### src/rtl/mmc1_bank_ctrl.sv
// MMC1 (mapper 1) bank controller: serial load port, bank registers, PRG/CHR address mapping.
// Optional feature macro: MMC1_SUROM_EN (512K SUROM outer PRG bank taken from CHR bit 4).
module mmc1_bank_ctrl #(
  parameter int unsigned PRG_AW = 19,
  parameter int unsigned CHR_AW = 17
) (
  input  logic              clk_cpu,
  input  logic              rst,
  input  logic              cart_init,
  input  logic [14:0]       cpu_addr,
  input  logic [7:0]        cpu_data_i,
  input  logic              cpu_rw,
  input  logic              romsel,
  input  logic              wram_sel,
  input  logic [13:0]       ppu_addr,
  input  logic [PRG_AW-1:0] prg_mask,
  input  logic [CHR_AW-1:0] chr_mask,
  output logic [PRG_AW-1:0] prg_addr,
  output logic [CHR_AW-1:0] chr_addr,
  output logic              ciram_a10,
  output logic              prgram_en
);

  logic [4:0]  r_ctrl, r_chr0, r_chr1, r_prg, r_shift;
  logic [2:0]  r_cnt;
  logic        r_wr_prev;

  logic [4:0]  w_ctrl_nxt, w_chr0_nxt, w_chr1_nxt, w_prg_nxt, w_shift_nxt, w_val;
  logic [2:0]  w_cnt_nxt;
  logic        w_rom_wr, w_wr_ok;
  logic [3:0]  w_prg_bank;
  logic        w_prg_hi;
  logic [18:0] w_prg_full;
  logic [4:0]  w_chr_bank, w_chr_bank_eff;
  logic [16:0] w_chr_full;
  logic        w_unused;

  // RMW dummy writes land on consecutive cycles; only the first one of a run counts.
  assign w_rom_wr = romsel & ~cpu_rw;
  assign w_wr_ok  = w_rom_wr & ~cart_init & ~r_wr_prev;
  assign w_val    = {cpu_data_i[0], r_shift[4:1]};

  always_comb begin
    w_shift_nxt = r_shift;
    w_cnt_nxt   = r_cnt;
    w_ctrl_nxt  = r_ctrl;
    w_chr0_nxt  = r_chr0;
    w_chr1_nxt  = r_chr1;
    w_prg_nxt   = r_prg;
    if (w_wr_ok) begin
      if (cpu_data_i[7]) begin
        w_shift_nxt = 5'h00;
        w_cnt_nxt   = 3'd0;
        w_ctrl_nxt  = r_ctrl | 5'h0C;
      end else if (r_cnt != 3'd4) begin
        w_shift_nxt = w_val;
        w_cnt_nxt   = r_cnt + 3'd1;
      end else begin
        w_shift_nxt = 5'h00;
        w_cnt_nxt   = 3'd0;
        unique case (cpu_addr[14:13])
          2'd0: w_ctrl_nxt = w_val;
          2'd1: w_chr0_nxt = w_val;
          2'd2: w_chr1_nxt = w_val;
          2'd3: w_prg_nxt  = w_val;
        endcase
      end
    end
  end

  always_ff @(posedge clk_cpu or posedge rst) begin
    if (rst) begin
      r_ctrl    <= 5'h0C;
      r_chr0    <= 5'h00;
      r_chr1    <= 5'h00;
      r_prg     <= 5'h00;
      r_shift   <= 5'h00;
      r_cnt     <= 3'd0;
      r_wr_prev <= 1'b0;
    end else begin
      r_ctrl    <= w_ctrl_nxt;
      r_chr0    <= w_chr0_nxt;
      r_chr1    <= w_chr1_nxt;
      r_prg     <= w_prg_nxt;
      r_shift   <= w_shift_nxt;
      r_cnt     <= w_cnt_nxt;
      r_wr_prev <= w_rom_wr;
    end
  end

  always_comb begin
    w_prg_bank = 4'h0;
    unique case (r_ctrl[3:2])
      2'd0, 2'd1: w_prg_bank = {r_prg[3:1], cpu_addr[14]};
      2'd2:       w_prg_bank = cpu_addr[14] ? r_prg[3:0] : 4'h0;
      2'd3:       w_prg_bank = cpu_addr[14] ? 4'hF : r_prg[3:0];
    endcase
  end

  always_comb begin
    w_chr_bank = 5'h00;
    if (!r_ctrl[4]) w_chr_bank = {r_chr0[4:1], ppu_addr[12]};
    else            w_chr_bank = ppu_addr[12] ? r_chr1 : r_chr0;
  end

`ifdef MMC1_SUROM_EN
  // Outer 256K PRG half follows whichever CHR register is active for the current PPU half.
  assign w_prg_hi       = (r_ctrl[4] & ppu_addr[12]) ? r_chr1[4] : r_chr0[4];
  assign w_chr_bank_eff = {1'b0, w_chr_bank[3:0]};
  assign w_unused       = ^{ppu_addr[13], cpu_data_i[6:1], w_chr_bank[4]};
`else
  assign w_prg_hi       = 1'b0;
  assign w_chr_bank_eff = w_chr_bank;
  assign w_unused       = ^{ppu_addr[13], cpu_data_i[6:1]};
`endif

  assign w_prg_full = {w_prg_hi, w_prg_bank, cpu_addr[13:0]};
  assign w_chr_full = {w_chr_bank_eff, ppu_addr[11:0]};
  assign prg_addr   = PRG_AW'(w_prg_full) & prg_mask;
  assign chr_addr   = CHR_AW'(w_chr_full) & chr_mask;
  assign prgram_en  = wram_sel & ~r_prg[4];

  always_comb begin
    ciram_a10 = 1'b0;
    unique case (r_ctrl[1:0])
      2'd0: ciram_a10 = 1'b0;
      2'd1: ciram_a10 = 1'b1;
      2'd2: ciram_a10 = ppu_addr[10];
      2'd3: ciram_a10 = ppu_addr[11];
    endcase
  end

endmodule

### config.mk
export PLATFORM = sky130hd
export DESIGN_NAME = mmc1_bank_ctrl
export DESIGN_NICKNAME = d
export VERILOG_FILES = /design/src/rtl/mmc1_bank_ctrl.sv
export SDC_FILE = /design/constraint.sdc
export NUM_CORES = 1
export LEC_CHECK = 0
export BUFFER_PORTS_ARGS = -buffer_cell sky130_fd_sc_hd__buf_2
export CORE_ASPECT_RATIO = 1.4
export CORE_UTILIZATION = 43
export DETAILED_ROUTE_END_ITERATION = 16
export PLACE_DENSITY = 0.95
export SLEW_MARGIN = 25
export SYNTH_ARGS = -nofsm -noshare
export SYNTH_HDL_FRONTEND = slang
export SYNTH_SLANG_ARGS = --single-unit
export TNS_END_PERCENT = 30
### constraint.sdc
create_clock -name clk_cpu -period 3.6 [get_ports clk_cpu]
set_input_delay 0.72 -clock clk_cpu [delete_from_list [all_inputs] [get_ports clk_cpu]]
set_output_delay 0.72 -clock clk_cpu [all_outputs]
set_load 0.005 [all_outputs]
* After elaboration in Yosys (flattened, before gate mapping)
Index checks and enable logic that the tools add are counted.
** Word-level totals
- Flip-flop bits (word level) :: 29
- Bits of input ports :: 79
- Output and inout port bits :: 38
- Word-level logic and storage cells :: 55
** Cells by class
- Add/subtract/negate cells :: 1
- Equal/unequal tests :: 11
- Multiplexer cells :: 13
- Bitwise logic cells :: 12
- Reduce and logical (&&, ||, !) cells :: 10
** Operators by type and width (number)
- 4-bit two-way mux :: 5
- 5-bit two-way mux :: 4
- 18-bit by 19-bit bitwise AND with 19-bit output :: 1
- 17-bit bitwise AND :: 1
- 4-bit AND reduction :: 4
- 2-bit == test, second input constant :: 6
- 4-bit case mux with 3 select lines :: 1
- 2-bit by 1-bit == test with 1-bit output, second input constant :: 3
- 2-bit zero test :: 3
- 3-bit two-way mux :: 2
- 1-bit NOT :: 6
- 1-bit bitwise AND :: 4
- 1-bit case mux with 4 select lines :: 1
- 3-bit by 1-bit adder with 3-bit output, second input constant :: 1
- 3-bit inequality test, second input constant :: 1
- 3-bit AND reduction :: 1
- 2-bit inequality test, second input constant :: 1
- 2-bit nonzero test :: 1
- 2-bit OR reduction :: 1

* Longest topological paths before layout
Gate-level depths: netlist of run 1.
- Word-level depth :: 5
- Depth in mapped cells :: 6
- Depth with buffers taken out :: 5

* Worst setup path after synthesis of run 1
Ideal clock, no wire load.
- Path kind :: input port to flip-flop
- Start point :: input port cpu_rw
- End point :: register r_prg[0]
- Data arrival time :: 2161 ps
- Slack :: 1314 ps
- Stages on the path :: 5
- Cell sequence :: or4b_1 > buf_2 > or3_1 > buf_6 > mux2_4
** Between the ends
- Longest elaborated chain between the ends :: 5
** RTL lines
- start, declared :: line 12 : input logic cpu_rw,
- 1-bit NOT :: line 39 : assign w_rom_wr = romsel & ~cpu_rw;
- 1-bit bitwise AND :: line 39
- 1-bit bitwise AND (2 in a row) :: line 40 : assign w_wr_ok = w_rom_wr & ~cart_init & ~r_wr_prev;
- 4-bit AND reduction (no source line)
- end signal, assigned :: line 84 : r_prg <= w_prg_nxt;
- end, declared :: line 24 : logic [4:0] r_ctrl, r_chr0, r_chr1, r_prg, r_shift;
No other way between the ends.
A chain may end at the register's enable or synchronous reset.

* Worst setup path in the final report of run 1
- Start point :: input port cpu_rw
- End point :: register r_cnt[0]
** Between the ends
- Longest elaborated chain between the ends :: 4
** RTL lines
- 1-bit NOT :: line 39
- 1-bit bitwise AND :: line 39
- 1-bit bitwise AND (2 in a row) :: line 40
- end signal, assigned :: line 86 : r_cnt <= w_cnt_nxt;
- end, declared :: line 25 : logic [2:0] r_cnt;
No other way between the ends.

==> results of run 1 <==
worst max-delay path by stage:
| stage | startpoint | endpoint | slack [ps] | depth (start not counted) |
|---|---|---|---|---|
| floorplan | cpu_rw | r_prg[0] | 1310 | 5 |
| global placement | cpu_rw | r_prg[4] | 950 | 4 |
| detailed placement | cpu_rw | r_prg[2] | 910 | 4 |
| CTS | cpu_rw | r_cnt[0] | 1170 | 4 |
| global route | cpu_rw | r_cnt[0] | 1080 | 4 |
| finish | cpu_rw | r_cnt[0] | 1150 | 4 |
critical path, delay by kind of cell:
family / cells / cell delay, ps
AOI/OAI and AO/OA: 1 / 750
buffers and inverters: 1 / 100
muxes: 1 / 280
and+or+nand+nor: 1 / 800
metal layers:
layer	routed length, µm	GRT usage	part of all wire
met1	1300	0.206	0.34
met2	2090	0.402	0.55
met3	370	0.0290	0.097
met4	35	0.0439	0.0092
met5	0	0	0
metrics by stage:
stage	power (mW)	hold WS [ps]	util	worst slack, ps	cell area, µm²
6_report	0.810	498	0.640	1150	2200
5_1_grt	0.855	535	0.640	1080	2200
4_1_cts	0.819	521	0.640	1170	2200
3_5_place_dp	0.574	500	0.619	906	2130
3_3_place_gp	0.561	489	0.619	948	2130
2_1_floorplan	0.491	480	-	1310	1580
cell usage after synthesis, drive strengths merged:
cell type	number
a21oi	3
buf	3
a31oi	1
ha	2
a211oi	2
conb	1
a21boi	8
o21ai	4
and2	27
nor2b	2
nand4b	2
nor4	1
mux2	19
nand2b	3
a22o	6
or3	1
dfrtp	26
dfstp	2
nand3	4
nand2	9
a21o	1
a2bb2oi	1
clkbuf	2
and3	1
nor3	3
or4b	1
a311oi	1
o22ai	1
or4bb	1
inv	10
power by group:
part	switching [mW]	internal, mW	leakage, nW
combinational	0.0712	0.104	0.792
clock	0.0939	0.149	0.0357
sequential	0.0401	0.352	0.376
sequential cells by signal, indices dropped and copies added (netlist names):
signal / cells
r_chr1: 5
r_wr_prev: 1
r_ctrl: 5
r_chr0: 5
r_cnt: 3
r_shift: 4
r_prg: 5
cells by family (layout without fill, tap and decap cells):
group | count (synthesis) | after routing | synth area share
AO/OA/AOI/OAI | 28 | 28 | 0.127
adder cells (fa/ha/maj) | 2 | 2 | 0.0159
buffers and inverters | 15 | 121 | 0.0437
AND/OR/NAND/NOR | 55 | 55 | 0.217
multiplexers | 19 | 19 | 0.148
flip-flops | 28 | 28 | 0.446
other | 1 | 1 | 0.00238
final cells by class:
class / count / share of cell area
Clock buffer: 3 / 0.0188
Clock inverter: 1 / 0.0136
Inverter: 10 / 0.0171
Multi-Input combinational cell: 105 / 0.365
Sequential cell: 28 / 0.319
Tap cell: 40 / 0.0227
Timing Repair Buffer: 107 / 0.243
==> results.md, run 1 <==
Floorplanning:
- The die is 53.2 µm wide.
- In this run the vertical extent of the chip is roughly 74 µm.
- The area of the core is 3440 µm².
- The die covers 3910 µm².
- For this configuration, the core starts out at a cell density of 0.458.
- The number of top-level design ports is 117.
- The row count is 25.

Clocking:
- The CTS tree is yes.
- The clock transition at the registers of the reported paths is 90 ps.
- The count of buffers added by post-CTS timing repair for setup is 0.
- The clock drives 28 sinks.
- After clock tree synthesis, the repair step resized 0 gates.
- The number of hold buffers added after CTS is 0.
- The maximum count of clock buffers along a single path is 2.
- Clock tree synthesis inserted a total of 3 buffers.
- In this run the number of H-tree levels came out at 1.
- The later pin in the worst-skew pair is clocked with a latency of 270 ps.
- The root buffer cell is clkbuf_8.

Placed design:
- Buffers placed on the I/O ports in this run total 107.
- The number of placed instances with taps included is 290.
- Detailed placement finished with a half-perimeter wire length of 3040 µm.
- Routability-driven placement finished with a final weighted congestion of 0.777.

Finish:
- The area occupied by multi-input gates is 803 µm².
- The final layout contains 336 nets.
- The count of placed standard cells in the final layout, fillers left out is 294.
- After filler insertion, the fill cell instance count of the layout stands at 306.
- The synthesis-to-finish area growth is 39.7%.
- Leaving out fill and tap cells, the most frequent cell in the layout is buf_2.
- In the layout the commonest cells are 107 x buf_2, 27 x and2_1, 26 x dfrtp_1.
- 0 antenna diodes ended up in the layout.
- The share of final-layout standard cells stronger than drive strength 1 is 0.535.
- Across the whole layout, storage elements account for 703 µm².

Synthesis:
- The share of the Yosys chip area taken by registers is 0.446.
- The number of nets handed over by synthesis was approximately 230.
- For this run, the number of Yosys warnings is 0.
- In the post-synthesis netlist, the biggest area contributors are dfrtp_1 41%, and2_1 11%, mux2_2 10%.
- The post-synthesis instance area is between 1500 and 2000 µm².
- The synthesized instance count is 148.
- The leading area contributor after synthesis is dfrtp_1.
- The mean instance size in the synthesized netlist is 10.6 µm².
- The top cell type's share of synthesized area is 0.413.
- The count of unique library cells instantiated by Yosys is 33.
- The number of synthesized register bits is 28.

Timing:
- The final number of hold-violating endpoints came to 0.
- Dividing the final minimum period by the clock period gives 0.680.
- The clock arrives with 2.16 ps of skew.
- Based on the critical path, the design can be clocked at up to ~410 MHz.
- Setup violations remaining at the end of the flow were counted as 0.
- The time the final worst path needs with I/O delays and setup is 2450 ps.
- Setup total negative slack on the finished layout was measured at 0 ps.
- Setup repair after global routing left no endpoint under its margin.
- At the pin with the least slew margin, the transition time is 757 ps.
- The final number of max-transition violations is 0.
- In this run the tightest slew margin relative to its limit is 0.492.

Global routing:
- The pin count of the biggest net entering global routing is 29.
- The first global-routing pass estimated 5770 µm of wire.
- The number of antenna violations at the first check in global routing was 0.
- The via count of the first global-routing pass is 1,324.
- The residual overflow from global routing is 0.
- The total track usage is 0.199.

Power and ir drop:
- The largest vdd supply drop is 0.000300 V.
- The power density over the cells is 368 nW/µm².
- The analysis attributes to cell leakage a power of between 1 and 1.5 nW.

Route:
- The first detailed-routing pass ran for 4 iterations.
- The post-detailed-route via-to-cell ratio is 4.99.
- The mean routed wirelength per cell is 12.9 µm.
- After the first detailed-routing iteration, the DRC count stood at 25.
- The count of unresolved DRC violations after routing is 0.
- Summed over all layers, the routed wires come to 3800 µm.
- The count of nets left with antenna violations once routing finished came out at 0.
- The total number of vias is approximately 1.5k.

Setup path:
- The signal on the critical path passes through buf_2, or4b_1, a211oi_1, mux2_2.
- The biggest fanout along the worst timing path is 16.
- The reg2reg setup slack is 1390 ps.
- The critical path is of the primary input to flip-flop type.
- For the worst setup path, the data required time is 3810 ps.
- Among all stages on the critical path, the largest delay is contributed by or4b_1.
- The capturing element type of the critical path is a flip-flop.
- The critical path startpoint category is a primary input.
- Data on the critical path arrives at its endpoint at 2660 ps.
- Counting cells, the worst reg-to-reg path comes to 3.
- In this design, the stage delay of the slowest critical-path cell is 800 ps.
- In this run the critical register-to-register path is launched from r_wr_prev.
- The worst register-to-register path ends at r_cnt[0].

Worst hold path:
- The worst hold path belongs to the class primary input to asynchronous set/reset pin.

Run:
- The max-cap check violation count is 0.

Run status:
- The run finished with clean final reports.
Power figures use the tool's default switching activity.
==> run 2: changes to the inputs <==
--- a/config.mk
+++ b/config.mk
@@ -7,9 +7,9 @@
 export LEC_CHECK = 0
 export BUFFER_PORTS_ARGS = -buffer_cell sky130_fd_sc_hd__buf_2
 export CORE_ASPECT_RATIO = 1.4
-export CORE_UTILIZATION = 43
+export CORE_UTILIZATION = 40
 export DETAILED_ROUTE_END_ITERATION = 16
-export PLACE_DENSITY = 0.95
+export PLACE_DENSITY = 0.9
 export SLEW_MARGIN = 25
 export SYNTH_ARGS = -nofsm -noshare
 export SYNTH_HDL_FRONTEND = slang
==> constraint.sdc (replaced) <==
create_clock -name clk_cpu -period 2.5 [get_ports clk_cpu]
set_input_delay 0.5 -clock clk_cpu [delete_from_list [all_inputs] [get_ports clk_cpu]]
set_output_delay 0.5 -clock clk_cpu [all_outputs]
set_load 0.005 [all_outputs]
==> results.md, run 2 (synthesis gave the netlist of run 1 again) <==
Route:
- The wire length after detailed routing is 3720 µm (-1.9%).
- The mean routed wirelength per cell is 12.4 µm (-4.2%).
- The count of unresolved DRC violations after routing is 0 (unchanged).
- The number of nets still failing antenna checks after routing was 0 (unchanged).
- The initial DRC count came to 25 (unchanged).
- The number of optimization iterations in the first detailed-route pass was 4 (unchanged).
- The post-detailed-route via-to-cell ratio came to 5.01 (+0.34%).
- The total number of vias is 1,508 (+2.7%).

Setup path:
- The data arrival at the endpoint of the critical path came to 2250 ps (-410 ps).
- The classification of the worst setup path is flip-flop to flip-flop.
- The capturing element type of the critical path is a flip-flop.
- The biggest fanout along the worst timing path is 5 (-11).
- The largest incremental delay on the critical path is 580 ps (-220 ps).
- Walking the worst path, the cells encountered are inv_1, ha_1, or4bb_1, nor3_2, mux2_2.
- The worst setup path is launched from a flip-flop.
- The buffers plus inverters on the worst setup path came to 1 (unchanged).
- The required arrival time at the worst endpoint came to 2660 ps (-1150 ps).
- The cell family contributing the most delay on the critical path is simple AND/OR/NAND/NOR gates.
- The slowest cell on the critical path is or4bb_1.

Timing:
- Subtracting the final worst setup slack from the clock period gives between 2000 and 2500 ps.
- The final worst-path cycle share is 0.833.
- The count of endpoints failing setup in the final report is 0 (unchanged).
- The total negative slack is 0 ps (unchanged).
- The final number of hold-violating endpoints was 0 (unchanged).
- Timing would allow up to 480 MHz.
- Setup repair after global routing left no endpoint under its margin.
- The final number of max-transition violations is 0 (unchanged).
- The post-route worst setup slack is 417 ps (-735 ps).
- The clock skew after layout is 4.45 ps (+2.29 ps).

Placed design:
- The worst setup timing slack at the placement stage is 155 ps (-751 ps).
- The weighted congestion at the end of routability-driven global placement is 0.780 (+0.39%).
- The placed wire-length estimate after detailed placement is 3010 µm (-0.81%).
- The number of placed instances with taps included is 296 (+2.1%).
- The port buffer count is 107 (unchanged).

Clocking:
- The H-tree depth is 1 (unchanged).
- The total clock sinks is 28 (unchanged).
- The clock transition at the registers of the reported paths is 90 ps (about the same).
- The clock insertion delay at the later pin of the skew report is 270 ps (about the same).
- The count of buffers added by post-CTS timing repair for setup is 0 (unchanged).
- The maximum count of clock buffers along a single path was 2 (unchanged).
- TritonCTS built the clock tree.
- The root buffer cell is clkbuf_8.
- The number of clock buffers inserted by TritonCTS was 3 (unchanged).
- The number of hold buffers added after CTS was 0 (unchanged).
- The post-CTS resize count was 0 (unchanged).

Finish:
- The count of placed standard cells in the final layout, fillers left out is 301 (+2.4%).
- The share of final-layout standard cells stronger than drive strength 1 is 0.539 (+0.00333).
- The utilization of the core after routing is 0.603 (-0.0367).
- The library cell used most frequently in the layout, excluding fill and tap cells, is buf_2.
- The number of filler instances in the final layout came to 321 (+4.9%).
- The area occupied by multi-input gates is 803 µm² (unchanged).
- The combined flip-flop and latch cell area is 703 µm² (unchanged).
- The net total in the final layout is 340 (+1.2%).
- The synthesis-to-finish area growth is 41.9%.
- In the layout the commonest cells are 107 x buf_2, 27 x and2_1, 26 x dfrtp_1.

Global routing:
- The pin count of the biggest net entering global routing is 29 (unchanged).
- The first-pass GRT wire length is 5790 µm (+0.36%).
- The total track usage is 0.184 (-0.0158).
- The number of antenna violations at the first check in global routing is 2 (+2).
- The via count of the first global-routing pass is 1,393 (+5.2%).
- The residual overflow from global routing is 0 (unchanged).

Run status:
- The flow ran to the end, and the final reports show no timing, DRC or antenna violations.

Floorplanning:
- The number of top-level design ports was 117 (unchanged).
- The die area is 4200 µm² (+7.2%).
- The row count is 26 (+4.0%).
- The die height is 76.3 µm (+3.6%).
- The die width is 55.0 µm (+3.5%).
- The area of the core was 3710 µm² (+7.8%).
- The effective utilization at floorplan is 0.425 (-0.0331).

Power and ir drop:
- The leakage power of the design is 1.22 nW (+1.7%).
- The power density over the cells is 525 nW/µm² (+43%).
- The total chip power is 1.17 mW (+45%).
- The largest vdd supply drop was 0.000462 V (+54%).

Worst hold path:
- The tightest min-delay check is of the primary input to asynchronous set/reset pin type.

Run:
- The max-cap check violation count came to 0 (unchanged).
[run 2: cell count changes in the layout (fill, tap and decap cells not counted)]
cell / previous run / this run
buf_4: 0 / 4
diode_2: 0 / 1
inv_1: 9 / 10
inv_2: 1 / 0
[run 2: through the flow]
step	cell area, µm²	hold WS, ps
floorplan	1580	480
global placement	2160	490
detailed placement	2160	499
CTS	2230	277
global route	2230	319
finish	2240	271
[run 2: tightest hold or removal path, delay by kind of cell]
| family | cells | cell delay [ps] |
|---|---|---|
| buffers and inverters | 3 | 440 |
[run 2: cell type report]
| cell class | count | share of cell area |
|---|---|---|
| antenna | 1 | 0.00112 |
| clock buffer | 3 | 0.0185 |
| clock inverter | 1 | 0.0134 |
| inverter | 10 | 0.0168 |
| multi-input combinational | 105 | 0.359 |
| sequential | 28 | 0.314 |
| tap | 42 | 0.0235 |
| timing repair buffer | 111 | 0.253 |
[run 2: where the power goes]
part	switching (mW)	leakage, nW	internal [mW]
registers	0.0578	0.376	0.507
logic	0.104	0.811	0.153
clock network	0.137	0.0357	0.214
[run 2: worst paths after layout]
check,startpoint,endpoint,slack (ps),depth (start not counted)
max in group asynchronous,rst,r_ctrl[2],1930,3
setup / recovery,r_cnt[0],r_ctrl[4],420,5
hold / removal,rst,r_ctrl[1],270,3
min in group clk_cpu,cpu_rw,r_wr_prev,380,2
setup reg to reg,r_cnt[0],r_ctrl[4],420,5
hold reg to reg,r_chr1[4],r_chr1[4],520,1
[run 2: metal layers]
layer / share of wire / wire [µm] / GRT usage / vias up
met5: 0.0027 / 10 / 0 / -
met4: 0.0059 / 22 / 0.0375 / 2
met3: 0.11 / 416 / 0.0399 / 4
met2: 0.52 / 1940 / 0.335 / 93
met1: 0.36 / 1330 / 0.206 / 677
li1: - / - / - / 732
